[src/rtl/pd_txsched_if.sv]
// PHY-side bundle of the USBPD TX scheduler.
// master: tx_req/tx_auto/tx_shrt out; ptx_txact/ptx_goidle/rx_busy/rx_gcrc in.
interface pd_txsched_if;
  logic       tx_req;
  logic [6:0] tx_auto;
  logic       tx_shrt;
  logic       ptx_txact;
  logic       ptx_goidle;
  logic       rx_busy;
  logic       rx_gcrc;

  modport master (
    output tx_req, tx_auto, tx_shrt,
    input  ptx_txact, ptx_goidle, rx_busy, rx_gcrc
  );

  modport slave (
    input  tx_req, tx_auto, tx_shrt,
    output ptx_txact, ptx_goidle, rx_busy, rx_gcrc
  );
endinterface

[src/rtl/pd_txsched.sv]
// USBPD TX scheduler: fixed-priority arbitration of rst/msg/bist requests,
// inter-frame gap, TX start, end-of-frame wait, GoodCRC wait with retries.
// Ports: clk, arst (async, active high); rst_req/rst_cbl, msg_req/msg_sop,
// bist_req in; gnt {bist,msg,rst}, done pulse, sts out; phy = PHY bundle.
module pd_txsched #(
  parameter int IFG_CYC = 25,
  parameter int CRC_TO  = 1200,
  parameter int N_RETRY = 2
) (
  input  logic         clk,
  input  logic         arst,
  input  logic         rst_req,
  input  logic         rst_cbl,
  input  logic         msg_req,
  input  logic [2:0]   msg_sop,
  input  logic         bist_req,
  output logic [2:0]   gnt,
  output logic         done,
  output logic [1:0]   sts,
  pd_txsched_if.master phy
);

  localparam int GW = $clog2(IFG_CYC + 1);
  localparam int TW = $clog2(CRC_TO + 1);
  localparam int RW = $clog2(N_RETRY + 2);

  localparam logic [GW-1:0] GLAST = GW'(IFG_CYC - 1);
  localparam logic [TW-1:0] TLAST = TW'(CRC_TO - 1);
  localparam logic [RW-1:0] RMAX  = RW'(N_RETRY);

  typedef enum logic [2:0] {
    S_IDLE,
    S_GAP,
    S_START,
    S_SEND,
    S_WCRC,
    S_DONE
  } state_t;

  state_t        state;
  logic [2:0]    src;
  logic [GW-1:0] gapcnt;
  logic [TW-1:0] tocnt;
  logic [RW-1:0] retry;
  logic          rst_pend;
  logic          rst_q;
  logic          tx_req_q;
  logic [6:0]    tx_auto_q;

  logic [2:0] sel;
  logic [6:0] auto_sel;
  logic       sop_ok;
  logic       bad_msg;
  logic       line_idle;
  logic       cur_req;
  logic       preempt;
  logic       rst_rise;

  always_comb begin
    sel = 3'b000;
    if (rst_req)
      sel = 3'b001;
    else if (msg_req)
      sel = 3'b010;
    else if (bist_req)
      sel = 3'b100;
  end

  always_comb begin
    auto_sel = 7'h08;
    if (sel[0])
      auto_sel = rst_cbl ? 7'h4F : 7'h4E;
    else if (sel[1])
      auto_sel = 7'h78 | {4'b0000, msg_sop};
  end

  assign sop_ok    = (msg_sop != 3'd0) && (msg_sop <= 3'd5);
  assign bad_msg   = sel[1] & ~sop_ok;
  assign line_idle = ~phy.rx_busy & ~phy.ptx_txact;
  assign cur_req   = |(src & {bist_req, msg_req, rst_req});
  // one-hot with rst in bit 0: a numerically lower grant wins
  assign preempt   = (sel != 3'b000) && (sel < src);
  assign rst_rise  = rst_req & ~rst_q;

  assign phy.tx_req  = tx_req_q;
  assign phy.tx_auto = tx_auto_q;
  assign phy.tx_shrt = 1'b0;

  always_ff @(posedge clk or posedge arst) begin
    if (arst) begin
      state     <= S_IDLE;
      src       <= '0;
      gnt       <= '0;
      done      <= 1'b0;
      sts       <= '0;
      tx_req_q  <= 1'b0;
      tx_auto_q <= '0;
      gapcnt    <= '0;
      tocnt     <= '0;
      retry     <= '0;
      rst_pend  <= 1'b0;
      rst_q     <= 1'b0;
    end else begin
      done     <= 1'b0;
      tx_req_q <= 1'b0;
      rst_q    <= rst_req;
      unique case (state)
        S_IDLE: begin
          rst_pend <= 1'b0;
          gapcnt   <= '0;
          retry    <= '0;
          if (sel != 3'b000) begin
            src       <= sel;
            tx_auto_q <= auto_sel;
            if (bad_msg) begin
              sts   <= 2'd2;
              state <= S_DONE;
            end else begin
              state <= S_GAP;
            end
          end
        end
        S_GAP: begin
          if (!cur_req) begin
            gnt   <= '0;
            state <= S_IDLE;
          end else begin
            if (!line_idle)
              gapcnt <= '0;
            else if (gapcnt == GLAST)
              state <= S_START;
            else
              gapcnt <= gapcnt + 1'b1;
            // a discarded preempting message overrides the start
            if (preempt) begin
              src       <= sel;
              tx_auto_q <= auto_sel;
              retry     <= '0;
              if (bad_msg) begin
                sts   <= 2'd2;
                state <= S_DONE;
              end
            end
          end
        end
        S_START: begin
          tx_req_q <= 1'b1;
          gnt      <= src;
          state    <= S_SEND;
        end
        S_SEND: begin
          if (rst_rise)
            rst_pend <= 1'b1;
          if (phy.ptx_goidle) begin
            if (src[1]) begin
              tocnt <= '0;
              state <= S_WCRC;
            end else begin
              sts   <= 2'd0;
              state <= S_DONE;
            end
          end
        end
        S_WCRC: begin
          if (phy.rx_gcrc) begin
            sts   <= 2'd0;
            state <= S_DONE;
          end else if (rst_pend | rst_req) begin
            sts   <= 2'd2;
            state <= S_DONE;
          end else if (tocnt == TLAST) begin
            if (retry < RMAX) begin
              retry  <= retry + 1'b1;
              gapcnt <= '0;
              state  <= S_GAP;
            end else begin
              sts   <= 2'd1;
              state <= S_DONE;
            end
          end else begin
            tocnt <= tocnt + 1'b1;
          end
        end
        S_DONE: begin
          done     <= 1'b1;
          gnt      <= '0;
          rst_pend <= 1'b0;
          state    <= S_IDLE;
        end
        default: state <= S_IDLE;
      endcase
    end
  end

endmodule

[src/flat_wrapper.sv]
// flat-port wrapper written by rule: the top's interface ports become plain ports
module pd_txsched_flat 
#(
  parameter int IFG_CYC = 25,
  parameter int CRC_TO  = 1200,
  parameter int N_RETRY = 2
)
  (clk, arst, rst_req, rst_cbl, msg_req, msg_sop, bist_req, gnt, done, sts, phy_tx_req, phy_tx_auto, phy_tx_shrt, phy_ptx_txact, phy_ptx_goidle, phy_rx_busy, phy_rx_gcrc);
  pd_txsched_if phy_i ();
  input  logic clk;
  input  logic arst;
  input  logic rst_req;
  input  logic rst_cbl;
  input  logic msg_req;
  input  logic [2:0] msg_sop;
  input  logic bist_req;
  output logic [2:0] gnt;
  output logic done;
  output logic [1:0] sts;
  output wire logic [$bits(phy_i.tx_req)-1:0] phy_tx_req;
  output wire logic [$bits(phy_i.tx_auto)-1:0] phy_tx_auto;
  output wire logic [$bits(phy_i.tx_shrt)-1:0] phy_tx_shrt;
  input wire logic [$bits(phy_i.ptx_txact)-1:0] phy_ptx_txact;
  input wire logic [$bits(phy_i.ptx_goidle)-1:0] phy_ptx_goidle;
  input wire logic [$bits(phy_i.rx_busy)-1:0] phy_rx_busy;
  input wire logic [$bits(phy_i.rx_gcrc)-1:0] phy_rx_gcrc;
  assign phy_tx_req = phy_i.tx_req;
  assign phy_tx_auto = phy_i.tx_auto;
  assign phy_tx_shrt = phy_i.tx_shrt;
  assign phy_i.ptx_txact = phy_ptx_txact;
  assign phy_i.ptx_goidle = phy_ptx_goidle;
  assign phy_i.rx_busy = phy_rx_busy;
  assign phy_i.rx_gcrc = phy_rx_gcrc;
  pd_txsched #(.IFG_CYC(IFG_CYC), .CRC_TO(CRC_TO), .N_RETRY(N_RETRY)) u_core (.clk(clk), .arst(arst), .rst_req(rst_req), .rst_cbl(rst_cbl), .msg_req(msg_req), .msg_sop(msg_sop), .bist_req(bist_req), .gnt(gnt), .done(done), .sts(sts), .phy(phy_i));
endmodule
[config.mk]
export PLATFORM = sky130hd
export DESIGN_NAME = pd_txsched_flat
export DESIGN_NICKNAME = d
export VERILOG_FILES = /design/src/rtl/pd_txsched_if.sv /design/src/rtl/pd_txsched.sv /design/src/flat_wrapper.sv
export SDC_FILE = /design/constraint.sdc
export NUM_CORES = 1
export LEC_CHECK = 0
export ABC_AREA = 1
export BUFFER_PORTS_ARGS = -buffer_cell sky130_fd_sc_hd__buf_4
export CAP_MARGIN = 20
export CORE_MARGIN = 2
export CORE_UTILIZATION = 53
export CTS_BUF_LIST = sky130_fd_sc_hd__clkbuf_16
export CTS_CLUSTER_DIAMETER = 40
export CTS_CLUSTER_SIZE = 30
export DETAILED_ROUTE_END_ITERATION = 10
export GPL_TIMING_DRIVEN = 0
export PLACE_DENSITY = 0.73
export SLEW_MARGIN = 10
export SYNTH_ARGS = -nofsm -noshare
export SYNTH_HDL_FRONTEND = slang
export SYNTH_SLANG_ARGS = --single-unit
[constraint.sdc]
create_clock -name clk -period 1.7 [get_ports clk]
set_clock_uncertainty 0.05 [all_clocks]
set_input_delay 0 -clock clk [delete_from_list [all_inputs] [get_ports clk]]
set_output_delay 0 -clock clk [all_outputs]
set_load 0.1 [all_outputs]
==> After elaboration in Yosys (flattened, before gate mapping) <==
Cells that the tools add are included.
{ "classes": {"addsub": 3, "order_cmp": 3, "n_eq_ne": 23, "n_mux": 66, "bitwise_logic": 9, "n_reduce_logical": 21} }
{ "ops": {"columns": ["cell", "n"], "rows": [
  ["two-way mux 3 bit", 19],
  ["two-way mux 11 bit", 5],
  ["two-way mux 5 bit", 7],
  ["two-way mux 7 bit", 5],
  ["two-way mux 2 bit", 16],
  ["one-hot mux 11 bit (2 select lines)", 1],
  ["one-hot mux 3 bit (5 select lines)", 1],
  ["one-hot mux 5 bit (3 select lines)", 1],
  ["inequality test 2 x 1 -> 1 bit (second input constant)", 7],
  ["one-hot mux 7 bit (2 select lines)", 1],
  ["AND reduction 7 bit", 2],
  ["inequality test 2 bit (second input constant)", 6],
  ["nonzero test 3 bit", 4],
  ["adder 11 x 1 -> 11 bit (second input constant)", 1],
  ["equality test 11 bit (second input constant)", 1],
  ["one-hot mux 3 bit (3 select lines)", 1],
  ["one-hot mux 2 bit (4 select lines)", 1],
  ["AND reduction 8 bit", 1],
  ["equality test 3 x 2 -> 1 bit (second input constant)", 2],
  ["equality test 3 bit (second input constant)", 2],
  ["one-hot mux 2 bit (3 select lines)", 1],
  ["one-hot mux 3 bit (2 select lines)", 1],
  ["AND reduction 6 bit", 1],
  ["nonzero test 2 bit", 3],
  ["other kinds (24)", 35]
]} }
{ "totals": {"register_bits": 40, "word_cells": 137} }

==> Longest topological paths before layout <==
{ "logic_depth": {"depth_word": 8, "depth_mapped": 12, "depth_no_buf": 11} }

==> Worst setup path before layout <==
Ideal clock, no wire load.
{ "synth_path": {"path_kind": "register to register", "from": "reg u_core.tocnt[0]", "to": "reg u_core.tocnt[7]", "arrival_time_ns": 1.385, "setup_slack_ns": 0.147, "stages_incl_launch_ff": 11, "n_path_buf": 1, "path_cell_list": "dfrtp_1 -> ha_1 -> nand3_1 -> inv_1 -> nand3_1 -> nor2_1 -> nor2_4 -> inv_2 -> buf_6 -> nand2_1 -> o21ai_2"} }
{ "synth_between": {"elab_chain_cells": 5, "elab_cells_between_ends": 8, "classes_between": "add/sub (1); eq/ne (2); mux (4); reduce/logical (1)"} }
{ "synth_lines": {"columns": ["element", "line_no", "text"], "rows": [
  ["start: declaration", "pd_txsched.sv:43", "logic [TW-1:0] tocnt;"],
  ["start signal: assignment", "pd_txsched.sv:181", "tocnt <= tocnt + 1'b1;"],
  ["adder 11 x 1 -> 11 bit", "pd_txsched.sv:181", null],
  ["two-way mux 11 bit", "pd_txsched.sv:171", "end else if (tocnt == TLAST) begin"],
  ["two-way mux 11 bit", "pd_txsched.sv:168", "end else if (rst_pend | rst_req) begin"],
  ["two-way mux 11 bit", "pd_txsched.sv:165", "if (phy.rx_gcrc) begin"],
  ["one-hot mux 11 bit (2 select lines)", "pd_txsched.sv:107", "unique case (state)"]
]} }
Several ways; a longest one is shown, not always the timed one. The select of a mux whose other input is x is not followed.
A chain may end at the register's enable or synchronous reset.

==> Worst setup path in the final report <==
{ "layout_path": {"from": "reg u_core.state[0]", "to": "reg u_core.sts[1]"} }
{ "layout_between": {"elab_chain_cells": 3, "elab_cells_between_ends": 14, "classes_between": "eq/ne (10); mux (1); reduce/logical (3)"} }
{ "layout_lines": {"columns": ["element", "line_no", "text"], "rows": [
  ["start: declaration", "pd_txsched.sv:40", "state_t state;"],
  ["start signal: assignment", "pd_txsched.sv:91", "state <= S_IDLE;"],
  ["start signal: assignment", "pd_txsched.sv:117", "state <= S_DONE;"],
  ["start signal: assignment", "pd_txsched.sv:119", "state <= S_GAP;"],
  ["equality test 3 bit, or another cell as far along", "pd_txsched.sv:107", null],
  ["inequality test 4 x 2 -> 1 bit (no source line), or another cell as far along", null, null],
  ["AND reduction 8 bit (no source line)", null, null],
  ["end signal: assignment", "pd_txsched.sv:95", "sts <= '0;"],
  ["end signal: assignment", "pd_txsched.sv:116", "sts <= 2'd2;"],
  ["end signal: assignment", "pd_txsched.sv:140", "sts <= 2'd2;"],
  ["end: declaration", "pd_txsched.sv:19", "output logic [1:0] sts,"]
]} }
Several ways; a longest one is shown, not always the timed one.

==> flow_summary.toml <==
[worst_hold_path]
hold_start = "phy_rx_gcrc"
hp-class = "input port to register"

[cells_and_area]
utilization = 0.715
drive_gt1_frac = 0.264
antenna_cells = 0
final_area_um2 = 3130
fillers = 368
syn_to_final_growth_pct = 28.6
fin_nets = 399

[timing]
fin_ws_ns = 0.0764
rsz0062_at_grt = "yes"
max_freq_mhz = 616
setup_viol = 0
whs_ns = -0.00583
hold_viol = 1
drv_slew = 0
final.period_utilization = 0.955
min_period_ns = 1.62

[global_routing]
grt_max_degree = 29
grt_pass1_vias = 2137
antenna_found_initial = 0
grt_first_pass_wirelength_mm = 9.34
gr-total-overflow = 0
grt_usage = 0.232

[cts]
h-tree-depth = 2
cts_tree = "yes"
root_buffer = "clkbuf_16"
clk_pin_slew_ns = 0.06
clk_latency_ns = 0.29
cts.sinks = 38
max-clock-path-buffers = 2
cts_buffers = 5

[logic_synthesis]
synth_top_family_by_area = "simple AND/OR/NAND/NOR gates"
synth.area.top_cells = "dfrtp_1, nand2_1, nand3_1"
ys_types = 36
ys_ff_latch = 38
postSynthCellCount = 334
synthAdderAreaFrac = 0.0205
synth_top_area_cell = "dfrtp_1"
yosys.area_share.simple = 0.369
async_flop_share = 1.00
syn-num-nets = 351
ys_top_cells_by_count = "nand2_1, inv_1, dfrtp_1, nand3_1, nor2_1"
synth_most_common_cell = "nand2_1"
synth_xor_area_frac = 0.0108
synth.area.mux_share = 0
syn_avg_cell_area_um2 = 7.30
synth_ff_type = "dfrtp_1"
synth_top_area_frac = 0.390
yosys_warnings = 0
synth_edf_count = 0
netlist_area_um2 = 2440
synth_compound_area_frac = 0.0986
seq_area_frac_synth = 0.390

[placed_design]
place_congestion = 0.905
place_ws_ns = -0.101
placed_area_um2 = 2720
port_buffers = 26
hpwl_mm = 3.77

[job]
cap_viol_max_count = 0

[routing]
drc = 0
postRouteAntennaNets = 0
routed_via_density = 5.13
drt_first_iter_violations = 120
drt-pass1-iter-count = 4
post_drt_wl_per_cell_um = 12.8
vias = 2231
wl_mm = 5.55

[critical_path]
crit_required_ns = 1.83
crit_top_cell = "nand2_1"
path_buf_inv = 3
path_delay_family = "buffers and inverters"
cp_slowest_cell = "dfrtp_2"
crit_start = "u_core.state[0]"
slowest_delay_ns = 0.47
path_max_fanout = 10
startpoint_type = "register"
arrival_ns = 1.75
path_class = "register to register"
worstPathCellList = "buf_4, nand3_4, clkinvlp_4, a21oi_4, buf_6, nand2_1, nand2_1, nand2_1"
cp-end-kind = "register"
r2r-start = "u_core.state[0]"

[pwr]
cellPowerDensity_nw_per_um2 = 1570
power.leakage_uw = 0.00154
ir_drop_uv = 1090

[die]
initial_core_util = 0.556
core_area_um2 = 4380
design.die.area_um2 = 5160
die_x_um = 71.8
ios = 28
fp.dieH_um = 71.8
rows = 24

[outcome]
status = "finished, violations left"
violations = "negative hold slack"
## state kept, by name (all words and copies together) (netlist names)
register	count
u_core.sts	2
u_core.gapcnt	5
u_core.rst_q	1
u_core.done	1
u_core.src	3
u_core.rst_pend	1
u_core.phy.tx_auto	5
u_core.retry	2
u_core.tocnt	11
u_core.state	3
u_core.phy.tx_req	1
u_core.gnt	3
## per-stage QoR
stage          total power [µW]  hold slack (ns)  instances  setup TNS (ns)
6_report                   4940         -0.00583        435               0
5_1_grt                    5200           0.0226        435         -0.0381
4_1_cts                    4660          0.00703        427               0
3_5_place_dp               3400          -0.0931        413          -0.514
3_3_place_gp               3360           0.0749        412          -0.356
2_1_floorplan              2940          -0.0186        334               0
## repair_timing
item	4_1_cts	5_1_grt
endpoints found under the setup margin	18	29
pin swaps	0	6
gates resized for setup	5	21
hold endpoints to repair	44	0
hold buffers	5	0
buffers inserted	1	8
## worst min-delay path, delay by kind of cell
kind | cells | cell delay (ns)
AO/OA/AOI/OAI | 1 | 0.07
buffers and inverters | 1 | 0.09
AND/OR/NAND/NOR | 2 | 0.13
## final timing paths
check	end	slack, ns	cells past startpoint
max	u_core.sts[1]	0.08	8
min	u_core.sts[1]	-0.006	4
max reg2reg	u_core.sts[1]	0.08	8
min reg2reg	u_core.phy.tx_auto[3]	0.41	2
max in group asynchronous	u_core.state[0]	0.99	4
min in group asynchronous	u_core.phy.tx_auto[0]	0.17	3
## layer usage
| metal | vias up | global-route usage | routed length (µm) |
|---|---|---|---|
| li1 | 1160 | - | - |
| met1 | 1027 | 0.295 | 2470 |
| met2 | 31 | 0.386 | 2790 |
| met3 | 13 | 0.0478 | 152 |
| met4 | 0 | 0.0922 | 139 |
| met5 | - | 0 | 0 |
## final cells by class
type | count | area (µm²) | share of cell area
Multi-Input combinational cell | 241 | 1320 | 0.421
Clock buffer | 5 | 125 | 0.0399
Buffer | 11 | 103 | 0.0327
Clock inverter | 3 | 63.8 | 0.0204
Timing Repair Buffer | 41 | 333 | 0.106
Sequential cell | 38 | 953 | 0.304
Tap cell | 52 | 65.1 | 0.0208
Inverter | 44 | 171 | 0.0547
## report_power, final
| group | switching (µW) | internal [µW] |
|---|---|---|
| Combinational | 1680 | 761 |
| Clock | 377 | 836 |
| Sequential | 183 | 1100 |
| Total | 2240 | 2700 |
## layout by cell type, fill, tap and decap left out, types with 2 or more instances in the layout
cell type	synthesis	layout
nor2_4	1	3
inv_2	2	5
dfrtp_2	0	2
nand3_2	3	4
nand3_1	34	31
xor2_1	2	2
nand2_2	6	4
dlygate4sd3_1	0	5
nor2_2	5	7
or2_2	4	4
a21oi_4	1	3
o21ai_2	4	4
buf_4	4	39
nor3_1	5	4
clkbuf_16	0	5
a21oi_1	2	2
o22ai_1	4	4
inv_1	42	37
o21ai_1	11	11
dfrtp_1	38	36
nand3_4	0	2
nor2_1	32	28
nand2_4	1	3
buf_6	6	6
o21ai_0	10	10
nand4_1	6	6
nand2_1	94	94
ha_1	4	3
bufinv_16	0	2
## cells by family (layout without fill, tap and decap cells)
group / Yosys count / in the layout
adder cells (fa/ha/maj): 4 / 4
AND/OR/NAND/NOR: 195 / 195
XOR/XNOR: 3 / 3
buffers and inverters: 55 / 104
AO/OA/AOI/OAI: 38 / 38
flip-flops: 38 / 38
other: 1 / 1
Power figures use the tool's default switching activity.
